<file path="config.mk">
export PLATFORM = sky130hd
export DESIGN_NAME = controlador_somador_dr_flat
export DESIGN_NICKNAME = d
export VERILOG_FILES = /design/src/rtl/controlador_somador_dr_if.sv /design/src/rtl/controlador_somador_dr.sv /design/src/flat_wrapper.sv
export SDC_FILE = /design/constraint.sdc
export NUM_CORES = 1
export LEC_CHECK = 0
export CORE_ASPECT_RATIO = 0.5
export CORE_MARGIN = 5
export CORE_UTILIZATION = 50
export CTS_CLUSTER_SIZE = 10
export DETAILED_ROUTE_END_ITERATION = 8
export PLACE_DENSITY = 0.88
export SYNTH_ARGS = -nofsm -noshare
export SYNTH_HDL_FRONTEND = slang
export SYNTH_SLANG_ARGS = --single-unit
</file>
<file path="constraint.sdc">
create_clock -name clk -period 2.85 [get_ports clk]
set_input_delay 0.7125 -clock clk [delete_from_list [all_inputs] [get_ports clk]]
set_output_delay 0.7125 -clock clk [all_outputs]
set_load 0.005 [all_outputs]
</file>
<file path="src/rtl/controlador_somador_dr_if.sv">
// Requester and dual-rail adder bus of controlador_somador_dr.
// master: requesters plus the asynchronous adder side; slave: the controller.
interface controlador_somador_dr_if;
    logic       req0;
    logic       req1;
    logic [3:0] a0;
    logic [3:0] a1;
    logic [3:0] b0;
    logic [3:0] b1;
    logic       cin0;
    logic       cin1;
    logic       ack0;
    logic       ack1;
    logic [3:0] res_s;
    logic       res_cout;
    logic       res_err;
    logic [7:0] add_a;
    logic [7:0] add_b;
    logic [1:0] add_cin;
    logic [7:0] add_s;
    logic [1:0] add_cout;
    logic       busy;
    logic       err_sticky;

    modport master (
        output req0, req1, a0, a1, b0, b1, cin0, cin1, add_s, add_cout,
        input  ack0, ack1, res_s, res_cout, res_err, add_a, add_b, add_cin,
               busy, err_sticky
    );

    modport slave (
        input  req0, req1, a0, a1, b0, b1, cin0, cin1, add_s, add_cout,
        output ack0, ack1, res_s, res_cout, res_err, add_a, add_b, add_cin,
               busy, err_sticky
    );
endinterface

</file>
<file path="src/rtl/controlador_somador_dr.sv">
// Round-robin sequencer for one shared 4-bit dual-rail adder: DATA, completion,
// NULL spacer, all-null, with timeout and illegal-code detection.
module controlador_somador_dr #(
    parameter int SYNC_STAGES = 2,   // >= 2
    parameter int TIMEOUT     = 64   // 4 .. 255
) (
    input  logic                    clk,
    input  logic                    rst,
    controlador_somador_dr_if.slave bus
);

    typedef enum logic [2:0] {
        S_WNULL,
        S_IDLE,
        S_DATA,
        S_NULL,
        S_FAULT
    } state_e;

    localparam logic [7:0] CNT_LAST = 8'(TIMEOUT - 1);

    function automatic logic [7:0] dr_enc4(input logic [3:0] v);
        logic [7:0] r;
        for (int i = 0; i < 4; i++) begin
            r[2*i +: 2] = v[i] ? 2'b01 : 2'b10;
        end
        return r;
    endfunction

    function automatic logic [1:0] dr_enc1(input logic v);
        return v ? 2'b01 : 2'b10;
    endfunction

    state_e     state_q, state_d;
    logic [7:0] cnt_q, cnt_d;
    logic       gnt_q, gnt_d;
    logic       last_q, last_d;
    logic [7:0] add_a_q, add_a_d;
    logic [7:0] add_b_q, add_b_d;
    logic [1:0] add_cin_q, add_cin_d;
    logic       ack0_q, ack0_d;
    logic       ack1_q, ack1_d;
    logic [3:0] res_s_q, res_s_d;
    logic       res_cout_q, res_cout_d;
    logic       res_err_q, res_err_d;
    logic       busy_q, busy_d;
    logic       err_q, err_d;

    logic [9:0] sync_q [SYNC_STAGES];
    logic [9:0] sync_d [SYNC_STAGES];

    logic [9:0] rails;
    logic       all_null;
    logic       all_valid;
    logic       any_illegal;
    logic       timeout;
    logic       pick;

    always_comb begin
        sync_d[0] = {bus.add_cout, bus.add_s};
        for (int i = 1; i < SYNC_STAGES; i++) begin
            sync_d[i] = sync_q[i-1];
        end
    end

    // NOTE: the chain resets to all-ones, not zero, so WNULL cannot see a
    // fake all-null before the adder's real rails have propagated through.
    always_ff @(posedge clk or posedge rst) begin
        if (rst) begin
            for (int i = 0; i < SYNC_STAGES; i++) sync_q[i] <= '1;
        end else begin
            for (int i = 0; i < SYNC_STAGES; i++) sync_q[i] <= sync_d[i];
        end
    end

    assign rails = sync_q[SYNC_STAGES-1];

    always_comb begin
        all_null    = (rails == '0);
        all_valid   = 1'b1;
        any_illegal = 1'b0;
        for (int i = 0; i < 5; i++) begin
            if (rails[2*i+1] & rails[2*i])     any_illegal = 1'b1;
            if (!(rails[2*i+1] ^ rails[2*i]))  all_valid   = 1'b0;
        end
    end

    assign timeout = (cnt_q == CNT_LAST);
    assign pick    = (bus.req0 && bus.req1) ? ~last_q : bus.req1;

    // NOTE: every variable gets a default before the case so no path can
    // leave one unassigned and infer a latch.
    always_comb begin
        state_d    = state_q;
        gnt_d      = gnt_q;
        last_d     = last_q;
        add_a_d    = add_a_q;
        add_b_d    = add_b_q;
        add_cin_d  = add_cin_q;
        ack0_d     = 1'b0;
        ack1_d     = 1'b0;
        res_s_d    = res_s_q;
        res_cout_d = res_cout_q;
        res_err_d  = res_err_q;
        err_d      = err_q;

        unique case (state_q)
            S_WNULL: begin
                add_a_d   = '0;
                add_b_d   = '0;
                add_cin_d = '0;
                if (all_null) state_d = S_IDLE;
            end
            S_IDLE: begin
                if (bus.req0 || bus.req1) begin
                    gnt_d     = pick;
                    add_a_d   = dr_enc4(pick ? bus.a1 : bus.a0);
                    add_b_d   = dr_enc4(pick ? bus.b1 : bus.b0);
                    add_cin_d = dr_enc1(pick ? bus.cin1 : bus.cin0);
                    state_d   = S_DATA;
                end
            end
            S_DATA: begin
                if (any_illegal || all_valid || timeout) begin
                    ack0_d    = ~gnt_q;
                    ack1_d    = gnt_q;
                    add_a_d   = '0;
                    add_b_d   = '0;
                    add_cin_d = '0;
                    state_d   = S_NULL;
                    if (all_valid) begin
                        // The true rail of each pair is the even bit.
                        res_s_d    = {rails[6], rails[4], rails[2], rails[0]};
                        res_cout_d = rails[8];
                        res_err_d  = 1'b0;
                    end else begin
                        res_s_d    = '0;
                        res_cout_d = 1'b0;
                        res_err_d  = 1'b1;
                        err_d      = 1'b1;
                    end
                end
            end
            S_NULL: begin
                add_a_d   = '0;
                add_b_d   = '0;
                add_cin_d = '0;
                if (all_null) begin
                    last_d  = gnt_q;
                    state_d = S_IDLE;
                end else if (timeout) begin
                    err_d   = 1'b1;
                    state_d = S_FAULT;
                end
            end
            S_FAULT: begin
                add_a_d   = '0;
                add_b_d   = '0;
                add_cin_d = '0;
            end
            default: state_d = S_WNULL;
        endcase

        if (state_d != state_q)   cnt_d = '0;
        else if (cnt_q != 8'hFF)  cnt_d = cnt_q + 8'd1;
        else                      cnt_d = cnt_q;

        busy_d = (state_d != S_IDLE);
    end

    // NOTE: sequential state uses non-blocking assignments so every flop
    // samples the pre-edge values regardless of statement order.
    always_ff @(posedge clk or posedge rst) begin
        if (rst) begin
            state_q    <= S_WNULL;
            cnt_q      <= '0;
            gnt_q      <= 1'b0;
            last_q     <= 1'b1;
            add_a_q    <= '0;
            add_b_q    <= '0;
            add_cin_q  <= '0;
            ack0_q     <= 1'b0;
            ack1_q     <= 1'b0;
            res_s_q    <= '0;
            res_cout_q <= 1'b0;
            res_err_q  <= 1'b0;
            busy_q     <= 1'b1;
            err_q      <= 1'b0;
        end else begin
            state_q    <= state_d;
            cnt_q      <= cnt_d;
            gnt_q      <= gnt_d;
            last_q     <= last_d;
            add_a_q    <= add_a_d;
            add_b_q    <= add_b_d;
            add_cin_q  <= add_cin_d;
            ack0_q     <= ack0_d;
            ack1_q     <= ack1_d;
            res_s_q    <= res_s_d;
            res_cout_q <= res_cout_d;
            res_err_q  <= res_err_d;
            busy_q     <= busy_d;
            err_q      <= err_d;
        end
    end

    assign bus.add_a      = add_a_q;
    assign bus.add_b      = add_b_q;
    assign bus.add_cin    = add_cin_q;
    assign bus.ack0       = ack0_q;
    assign bus.ack1       = ack1_q;
    assign bus.res_s      = res_s_q;
    assign bus.res_cout   = res_cout_q;
    assign bus.res_err    = res_err_q;
    assign bus.busy       = busy_q;
    assign bus.err_sticky = err_q;

endmodule

</file>
<file path="src/flat_wrapper.sv">
// flat-port wrapper written by rule: the top's interface ports become plain ports
module controlador_somador_dr_flat 
#(
    parameter int SYNC_STAGES = 2,          
    parameter int TIMEOUT     = 64              
)
  (clk, rst, bus_req0, bus_req1, bus_a0, bus_a1, bus_b0, bus_b1, bus_cin0, bus_cin1, bus_add_s, bus_add_cout, bus_ack0, bus_ack1, bus_res_s, bus_res_cout, bus_res_err, bus_add_a, bus_add_b, bus_add_cin, bus_busy, bus_err_sticky);
  controlador_somador_dr_if bus_i ();
  input  logic clk;
  input  logic rst;
  input wire logic [$bits(bus_i.req0)-1:0] bus_req0;
  input wire logic [$bits(bus_i.req1)-1:0] bus_req1;
  input wire logic [$bits(bus_i.a0)-1:0] bus_a0;
  input wire logic [$bits(bus_i.a1)-1:0] bus_a1;
  input wire logic [$bits(bus_i.b0)-1:0] bus_b0;
  input wire logic [$bits(bus_i.b1)-1:0] bus_b1;
  input wire logic [$bits(bus_i.cin0)-1:0] bus_cin0;
  input wire logic [$bits(bus_i.cin1)-1:0] bus_cin1;
  input wire logic [$bits(bus_i.add_s)-1:0] bus_add_s;
  input wire logic [$bits(bus_i.add_cout)-1:0] bus_add_cout;
  output wire logic [$bits(bus_i.ack0)-1:0] bus_ack0;
  output wire logic [$bits(bus_i.ack1)-1:0] bus_ack1;
  output wire logic [$bits(bus_i.res_s)-1:0] bus_res_s;
  output wire logic [$bits(bus_i.res_cout)-1:0] bus_res_cout;
  output wire logic [$bits(bus_i.res_err)-1:0] bus_res_err;
  output wire logic [$bits(bus_i.add_a)-1:0] bus_add_a;
  output wire logic [$bits(bus_i.add_b)-1:0] bus_add_b;
  output wire logic [$bits(bus_i.add_cin)-1:0] bus_add_cin;
  output wire logic [$bits(bus_i.busy)-1:0] bus_busy;
  output wire logic [$bits(bus_i.err_sticky)-1:0] bus_err_sticky;
  assign bus_i.req0 = bus_req0;
  assign bus_i.req1 = bus_req1;
  assign bus_i.a0 = bus_a0;
  assign bus_i.a1 = bus_a1;
  assign bus_i.b0 = bus_b0;
  assign bus_i.b1 = bus_b1;
  assign bus_i.cin0 = bus_cin0;
  assign bus_i.cin1 = bus_cin1;
  assign bus_i.add_s = bus_add_s;
  assign bus_i.add_cout = bus_add_cout;
  assign bus_ack0 = bus_i.ack0;
  assign bus_ack1 = bus_i.ack1;
  assign bus_res_s = bus_i.res_s;
  assign bus_res_cout = bus_i.res_cout;
  assign bus_res_err = bus_i.res_err;
  assign bus_add_a = bus_i.add_a;
  assign bus_add_b = bus_i.add_b;
  assign bus_add_cin = bus_i.add_cin;
  assign bus_busy = bus_i.busy;
  assign bus_err_sticky = bus_i.err_sticky;
  controlador_somador_dr #(.SYNC_STAGES(SYNC_STAGES), .TIMEOUT(TIMEOUT)) u_core (.clk(clk), .rst(rst), .bus(bus_i));
endmodule
</file>
==> reports/results.txt, run 1 <==
The flow ran to the end, and the final reports show no timing, DRC or antenna violations. The tools report the number of buffers inserted by hold repair at cts as 0. In this run, the number of DRC markers left after iteration 0 of detailed routing was 104.

The critical path runs through a total of 6 cells. The die is 61.82 um tall. Along the worst path, the maximum fanout reaches 36. Buffers placed on the I/O ports in this run total 59. The clock transition time at the flip-flop clock pins of the worst setup and hold paths works out to 0.07 ns. The later-pin clock latency in the skew report came out at 0.35 ns. The top cell family by delay on the critical path was simple AND/OR/NAND/NOR gates.

The sequential cell area fraction in the yosys report came out at 57.88%. The tools report the detailed-placement wirelength estimate as 4435 um. The kind of critical path is reg2reg. The average instance area after synthesis is 10.61 sq um, and the number of diodes is 0.

After detailed routing, the number of remaining DRC violations is 0. Among all stages on the critical path, the largest delay is contributed by nor4_4. For the global-route wire length before repair, the log shows 11000 um. The region available for standard cell placement spans 5067 sq um. Most common cell after layout, fill and taps aside: clkdlybuf4s50_1. The congestion estimate from routability-driven global placement came to 0.8050.

The run gives 2519 uW as the total power of the final layout. The layout has 345 filler cells. The clock period could shrink to 2.150 ns.

Post-CTS repair changed the size of 0 cells. Dividing the detail-routed via count by the number of cells gives 5.455. The worst clock skew was 0.007491 ns; the via count of the first global-routing pass was 2283. Finished layout cell area: 3588 sq um. Data arrives at the worst endpoint at 2.39 ns. In the layout the commonest cells are clkdlybuf4s50_1, nand2_1, dfrtp_1. Wires add up to 6631 um. The initialized floorplan defines 18 standard-cell rows.

The total number of nets in the final design came out at 361. The clock sink count was 61; the warning count from the yosys run was 0. In this run the post-CTS setup repair buffer count came out at 0. The tools report the final number of hold-violating endpoints as 0. In this run, synthesis produced a sequential element count of 61. The required time of the critical path was 3.09 ns.

The run gives 0.001517 uW as the leakage power total. The signal on the critical path passes through ha_1 > nand2_2 > nor4_4 > o32ai_4 > buf_4 > o31ai_1. Type of destination of the critical path: a register. The cell count of the worst reg-to-reg path was 6; the hold path depth was 0. The power per unit of standard cell area is 701.9 nW/um^2, and the post-detailed-placement cell area is 3367 sq um. The share of the clock period used by the worst path after layout is 75.43%.

Nature of the critical path startpoint: a register. The logs give 0.5222 ns for the worst setup timing slack at the placement stage and 0 for the remaining global-route overflow. The layout-stage area growth over the synthesis result is 33.64%. Counting the buffers created by CTS gives 9.

The average wire per standard cell was 16.87 um. The antenna violation net count after detailed routing came out at 0. Counting every instance in the synthesized netlist gives 253.

The logs give 0 for the final-report max-slew violation count and 60 for the count of pins on the block boundary. For the initial core utilization, the log shows 52.99%. The worst path buffer plus inverter count is 1, and the highest clock rate is 465.1 MHz. The die is 113.6 um wide. Global routing consumed, over all layers together, 20.86% of the routing resources.

The type of the worst min-delay path was reg2reg. Headroom to the max-slew limit came out at 62.48%. Once layout is complete, the utilization of the core stands at 70.81%. The clock tree synthesis step divided the H-tree into 3 levels.

Die footprint: 7025 sq um. The largest voltage drop on the vdd net is 0.3214 mV. In the synthesized netlist the dominant register cell turns out to be dfrtp_1. The transition at the pin with the smallest max-transition slack is 0.5587 ns. Across the run, the number of max-cap violations was 0.

The netlist uses 41 different library cells. Of the cells placed in the final design, the portion with a size suffix greater than 1 is 15.79%. For the final setup violation count, the log shows 0. Once routing completed, OpenROAD measured the worst setup slack at 0.7002 ns. Detailed routing inserted a total of 2144 vias. The clock tree root buffer cell was clkbuf_8. Proportion of synthesized flip-flops having asynchronous set or reset: 100.0%.

The count of flip-flops with a built-in enable after synthesis was 0; the post-synthesis cell area was 2685 sq um. TritonCTS built the clock tree. The pre-antenna-repair detailed-routing pass consisted of 4 iterations.

Entering global routing, the biggest net connects 37 pins. When the netlist entered floorplanning its net count stood at 296. For the number of antenna violations at the first check in global routing, the log shows 0. The worst stage delay on the critical path was 0.51 ns; the setup TNS was 0 ns. The number of buffers on the longest clock path came out at 2. Setup repair after global routing left no endpoint under its margin.
## report_power, final
part	internal, uW	switching, uW	total, uW	leakage, uW
clock network	496	373	869	0.000106
logic	269	279	547	0.000665
registers	995	108	1100	0.000747
## routing by layer
| metal | GRT usage (%) | part of all wire (%) |
|---|---|---|
| met4 | 9.760 | 2.8 |
| met2 | 36.90 | 51 |
| met5 | 0 | 0 |
| met3 | 7.157 | 4.8 |
| met1 | 23.73 | 41 |
## sequential cells by signal (all words and copies together), names as in the netlist
register,flops
u_core.bus.add_cin,2
u_core.rails,10
u_core.sync_d,10
u_core.bus.res_cout,1
u_core.state_q,3
u_core.bus.add_b,8
u_core.bus.ack0,1
u_core.last_q,1
u_core.bus.res_s,4
u_core.gnt_q,1
u_core.bus.err_sticky,1
u_core.bus.busy,1
u_core.cnt_q,8
u_core.bus.res_err,1
u_core.bus.add_a,8
u_core.bus.ack1,1
## path summary, 6_finish.rpt
path | endpoint | from | slack (ns)
min in group asynchronous | u_core.bus.add_a[3] | rst | 0.74
worst min register to register | u_core.rails[8] | u_core.sync_d[8] | 0.36
worst max register to register | u_core.bus.add_b[2] | u_core.cnt_q[0] | 0.70
worst max-delay path | u_core.bus.add_b[2] | u_core.cnt_q[0] | 0.70
max in group asynchronous | u_core.bus.busy | rst | 1.46
worst min-delay path | u_core.rails[8] | u_core.sync_d[8] | 0.36
## cells by family after synthesis
logic type | share of synthesized area (%)
and+or+nand+nor | 15.56
buffers and inverters | 3.821
muxes | 4.147
AOI/OAI and AO/OA | 12.81
DFF | 57.88
adders and majority gates | 5.126
xor gates and xnor gates | 0.6525
## cell usage after synthesis, types with 3 or more instances
| cell | n | area share, % |
|---|---|---|
| a21oi_1 | 5 | 0.93 |
| buf_2 | 4 | 0.75 |
| clkbuf_1 | 3 | 0.42 |
| dfrtp_1 | 39 | 36 |
| dfstp_2 | 22 | 22 |
| ha_1 | 11 | 5.1 |
| inv_1 | 17 | 2.4 |
| mux2i_1 | 10 | 3.7 |
| nand2_1 | 46 | 6.4 |
| nand3_1 | 4 | 0.75 |
| nor2_1 | 21 | 2.9 |
| nor3_1 | 6 | 1.1 |
| o21ai_0 | 20 | 3.7 |
| o21ai_1 | 4 | 0.75 |
| o31ai_1 | 10 | 2.8 |
## metrics by stage
step | hold slack [ns] | instances
3_3_place_gp | 0.3455 | 377
5_1_grt | 0.3655 | 393
4_1_cts | 0.3570 | 393
3_5_place_dp | 0.3468 | 377
6_report | 0.3572 | 393
2_1_floorplan | 0.3452 | 253
## cell type report
type / count / area [sq um] / area share [%]
Sequential cell: 61 / 1554 / 43.31
Multi-Input combinational cell: 166 / 1028 / 28.66
Timing Repair Buffer: 63 / 633.1 / 17.64
Clock buffer: 9 / 123.9 / 3.452
Clock inverter: 7 / 97.59 / 2.720
Tap cell: 70 / 87.58 / 2.441
Inverter: 17 / 63.81 / 1.778
No activity file was read; power rests on OpenSTA's default activity.
==> run 2, diff against run 1 <==
--- a/config.mk
+++ b/config.mk
@@ -7,10 +7,10 @@
 export LEC_CHECK = 0
 export CORE_ASPECT_RATIO = 0.5
 export CORE_MARGIN = 5
-export CORE_UTILIZATION = 50
+export CORE_UTILIZATION = 45
 export CTS_CLUSTER_SIZE = 10
 export DETAILED_ROUTE_END_ITERATION = 8
-export PLACE_DENSITY = 0.88
+export PLACE_DENSITY = 0.84
 export SYNTH_ARGS = -nofsm -noshare
 export SYNTH_HDL_FRONTEND = slang
 export SYNTH_SLANG_ARGS = --single-unit
==> constraint.sdc (replaced) <==
create_clock -name clk -period 1.95 [get_ports clk]
set_input_delay 0.4875 -clock clk [delete_from_list [all_inputs] [get_ports clk]]
set_output_delay 0.4875 -clock clk [all_outputs]
set_load 0.005 [all_outputs]
==> run 2 against run 1 <==
  * Maximum frequency increased by 15%
  * Utilization decreased by 2.9 points
  * Hold slack lost 0.0055 ns
  * Critical endpoint is now u_core.bus.res_cout
  * Power grew 64%
  * Cell count grew 3.1%
  * Largest power group is now the clock network
  * Final area up 6.6%
  * Wire length rose by 2.5%
  * Clock power is 83% higher
  * Largest cell class unchanged
  * Clock-buffer cell count grew 4
  * Setup slack worse by 0.63 ns
  * Critical path depth is 1 higher
  * Sequential share of layout area is 2.7 points lower
==> reports/results.txt, run 2 (same netlist as run 1, synthesis figures left out) <==
The flow ran to the end, and the final reports show no timing, DRC or antenna violations. The logs give 388 for the total instance count after detailed placement and 3 for the number of levels in the clock H-tree. In this run the horizontal extent of the chip is 119.2 um. For the headroom to the max-slew limit, the log shows 70.04%.

For this run, the top clock speed supported by timing is 533.3 MHz. The height of the die was 64.62 um; the final setup violation count was 0. The run gives 2.10 ns as the signal arrival time at the worst endpoint.

In this run the power density over the cells is 1078 nW/um^2. VDD sags by at most 0.5262 mV. Iteration-0 DRC count of the detailed router: 140. The critical hold path startpoint was u_core.sync_d[6]. The cell row count was 19; the internal reg-to-reg setup slack was 0.07 ns. The layout-stage area growth over the synthesis result is 42.40%, and the final number of hold-violating endpoints is 0. Leaving out filler cells and counting taps, the final layout contains 405.

The nature of the critical path startpoint was a register. For this run, the share of the core covered by cells in the final layout is 67.87%. The final critical path takes up 96.16% of the cycle. The leakage power total was 0.001610 uW. Along the worst hold path, the cell count comes to 0. The tightest hold path in the finished design has a slack of 0.3517 ns. Along the worst path, the maximum fanout reaches 13. The required time of the critical path came out at 2.17 ns. The later-pin clock latency in the skew report is 0.33 ns. The antenna violation net count after detailed routing is 0, and the post-detailed-route via-to-cell ratio is 5.343. Once routing completed, OpenROAD measured the worst setup slack at 0.07487 ns. The number of port buffers was 59. Setup repair after global routing could not meet its margin everywhere. Global routing finished with a remaining overflow of 0. Counting every sink on the clock net gives 61. The kind of critical path was reg2reg. The via count of the first global-routing pass came out at 2364.

In the layout the commonest cells are clkdlybuf4s50_1, nand2_1, dfrtp_1. 0 antenna diodes ended up in the layout. Number of buffers on the longest clock path: 2. The fraction of final layout cells sized beyond drive strength 1 was 19.58%; the count of fill cells added during filler insertion was 379. The largest net degree at the start of global routing was 37; the worst clock skew was 0.01287 ns. Counting cells, the worst reg-to-reg path comes to 7. The die covers 7705 sq um.

The count of pins on the block boundary came out at 60. The worst register-to-register path begins at u_core.rails[0]. The most critical setup path has its startpoint at u_core.rails[0]. The tools report the type of destination of the critical path as a register. The design draws 4122 uW. The endpoint of the most critical register-to-register path was u_core.bus.res_cout. The logs give 370 for the total number of nets in the final design and 0 for the number of maximum-capacitance violations. For this run, design rule violations remaining after detail routing come to 0. The clock transition time at the flip-flop clock pins of the worst setup and hold paths was 0.05 ns. Across every metal layer, demand over resource in global routing totals 18.93%. The tools report the endpoint of the worst hold-timing path as u_core.rails[6]. In the final routed layout, each cell accounts on average for 16.78 um. The library cell used most frequently in the layout, excluding fill and tap cells, is clkdlybuf4s50_1. The first global-routing pass estimated 11410 um of wire. Once the floorplan was initialized, standard cells occupied 47.66% of the core. The tools report the clock tree root buffer cell as clkbuf_16.

Timing analysis after detailed placement gives a worst setup slack of -0.07175 ns. Across all layers, the routed design uses 2164 vias. The number of antenna violations at the first check in global routing is 0, and the routability congestion estimate is 0.8286. The number of buffers inserted by hold repair at cts came out at 0. TritonCTS built the clock tree.

TritonCTS created 9 clock buffers. After legalization and detailed placement, the total HPWL measured 4666 um. The worst path needs 1.875 ns of the cycle, external delays included. The min-delay analysis places its worst path in the category reg2reg. The transition at the pin with the smallest max-transition slack works out to 0.4475 ns. The logs give 5 for the iteration count of the initial detailed-routing pass and 0 for the final-report max-slew violation count.

Wires add up to 6797 um. The standard cell core area is 5634 sq um.
==> run 2: cell count changes in the layout (fill, tap and decap cells not counted), moves of 2 or more <==
cell,before,now
clkbuf_1,0,2
buf_12,1,3
clkbuf_8,9,2
clkbuf_16,0,9
inv_6,2,0
buf_4,3,9
==> run 2: worst max path at each step <==
stage,end,cells past startpoint
3_3_place_gp,u_core.bus.add_b[3],6
4_1_cts,u_core.cnt_q[2],7
3_5_place_dp,u_core.bus.add_a[5],6
6_report,u_core.bus.res_cout,7
2_1_floorplan,u_core.state_q[0],7
5_1_grt,u_core.cnt_q[6],7
==> run 2: power by group <==
group | total, uW | switching [uW] | leakage (uW) | internal (uW)
Sequential | 1580 | 126 | 0.000747 | 1460
Clock | 1590 | 534 | 0.000142 | 1060
Combinational | 946 | 488 | 0.000721 | 457
Total | 4120 | 1150 | 0.00161 | 2970
==> run 2: layer usage <==
layer,track usage [%],up-vias,part of all wire (%)
met5,0,-,0
met1,21.42,1049,40
li1,-,1006,-
met4,9.091,0,2.4
met3,6.690,22,5.4
met2,32.61,87,52
==> run 2: repair_timing <==
action                     4_1_cts  5_1_grt
pin swaps                        4        2
setup buffers                    0        1
gates resized for setup          2        8
setup endpoints to repair        8       24
==> run 2: cell type report <==
type / instances / area [sq um] / share of cell area (%)
Multi-Input combinational cell: 166 / 1076 / 28.14
Timing Repair Buffer: 72 / 729.5 / 19.08
Tap cell: 73 / 91.34 / 2.389
Clock inverter: 3 / 45.04 / 1.178
Clock buffer: 13 / 260.3 / 6.806
Inverter: 17 / 67.56 / 1.767
Sequential cell: 61 / 1554 / 40.64
==> run 2: per-stage QoR <==
stage	area [sq um]	setup TNS, ns
after floorplan	2689	0
after global placement	3460	0
after detailed placement	3460	-0.4380
after CTS	3774	0
after global routing	3824	-0.1663
final	3824	0
==> run 2: worst max-delay path, stage by stage, from the launching register on <==
cell     delay [ns]
dfstp_2        0.56
inv_1          0.05
ha_1           0.29
nand3_2        0.10
nor2_1         0.24
o31ai_4        0.13
buf_6          0.18
o21ai_0        0.23
==> run 3, diff against run 2 <==
--- a/config.mk
+++ b/config.mk
@@ -5,6 +5,7 @@
 export SDC_FILE = /design/constraint.sdc
 export NUM_CORES = 1
 export LEC_CHECK = 0
+export ABC_CLOCK_PERIOD_IN_PS = 1950
 export CORE_ASPECT_RATIO = 0.5
 export CORE_MARGIN = 5
 export CORE_UTILIZATION = 45
==> results of run 3 <==
The final DEF is identical to that of run 2; final timing and power are the same.
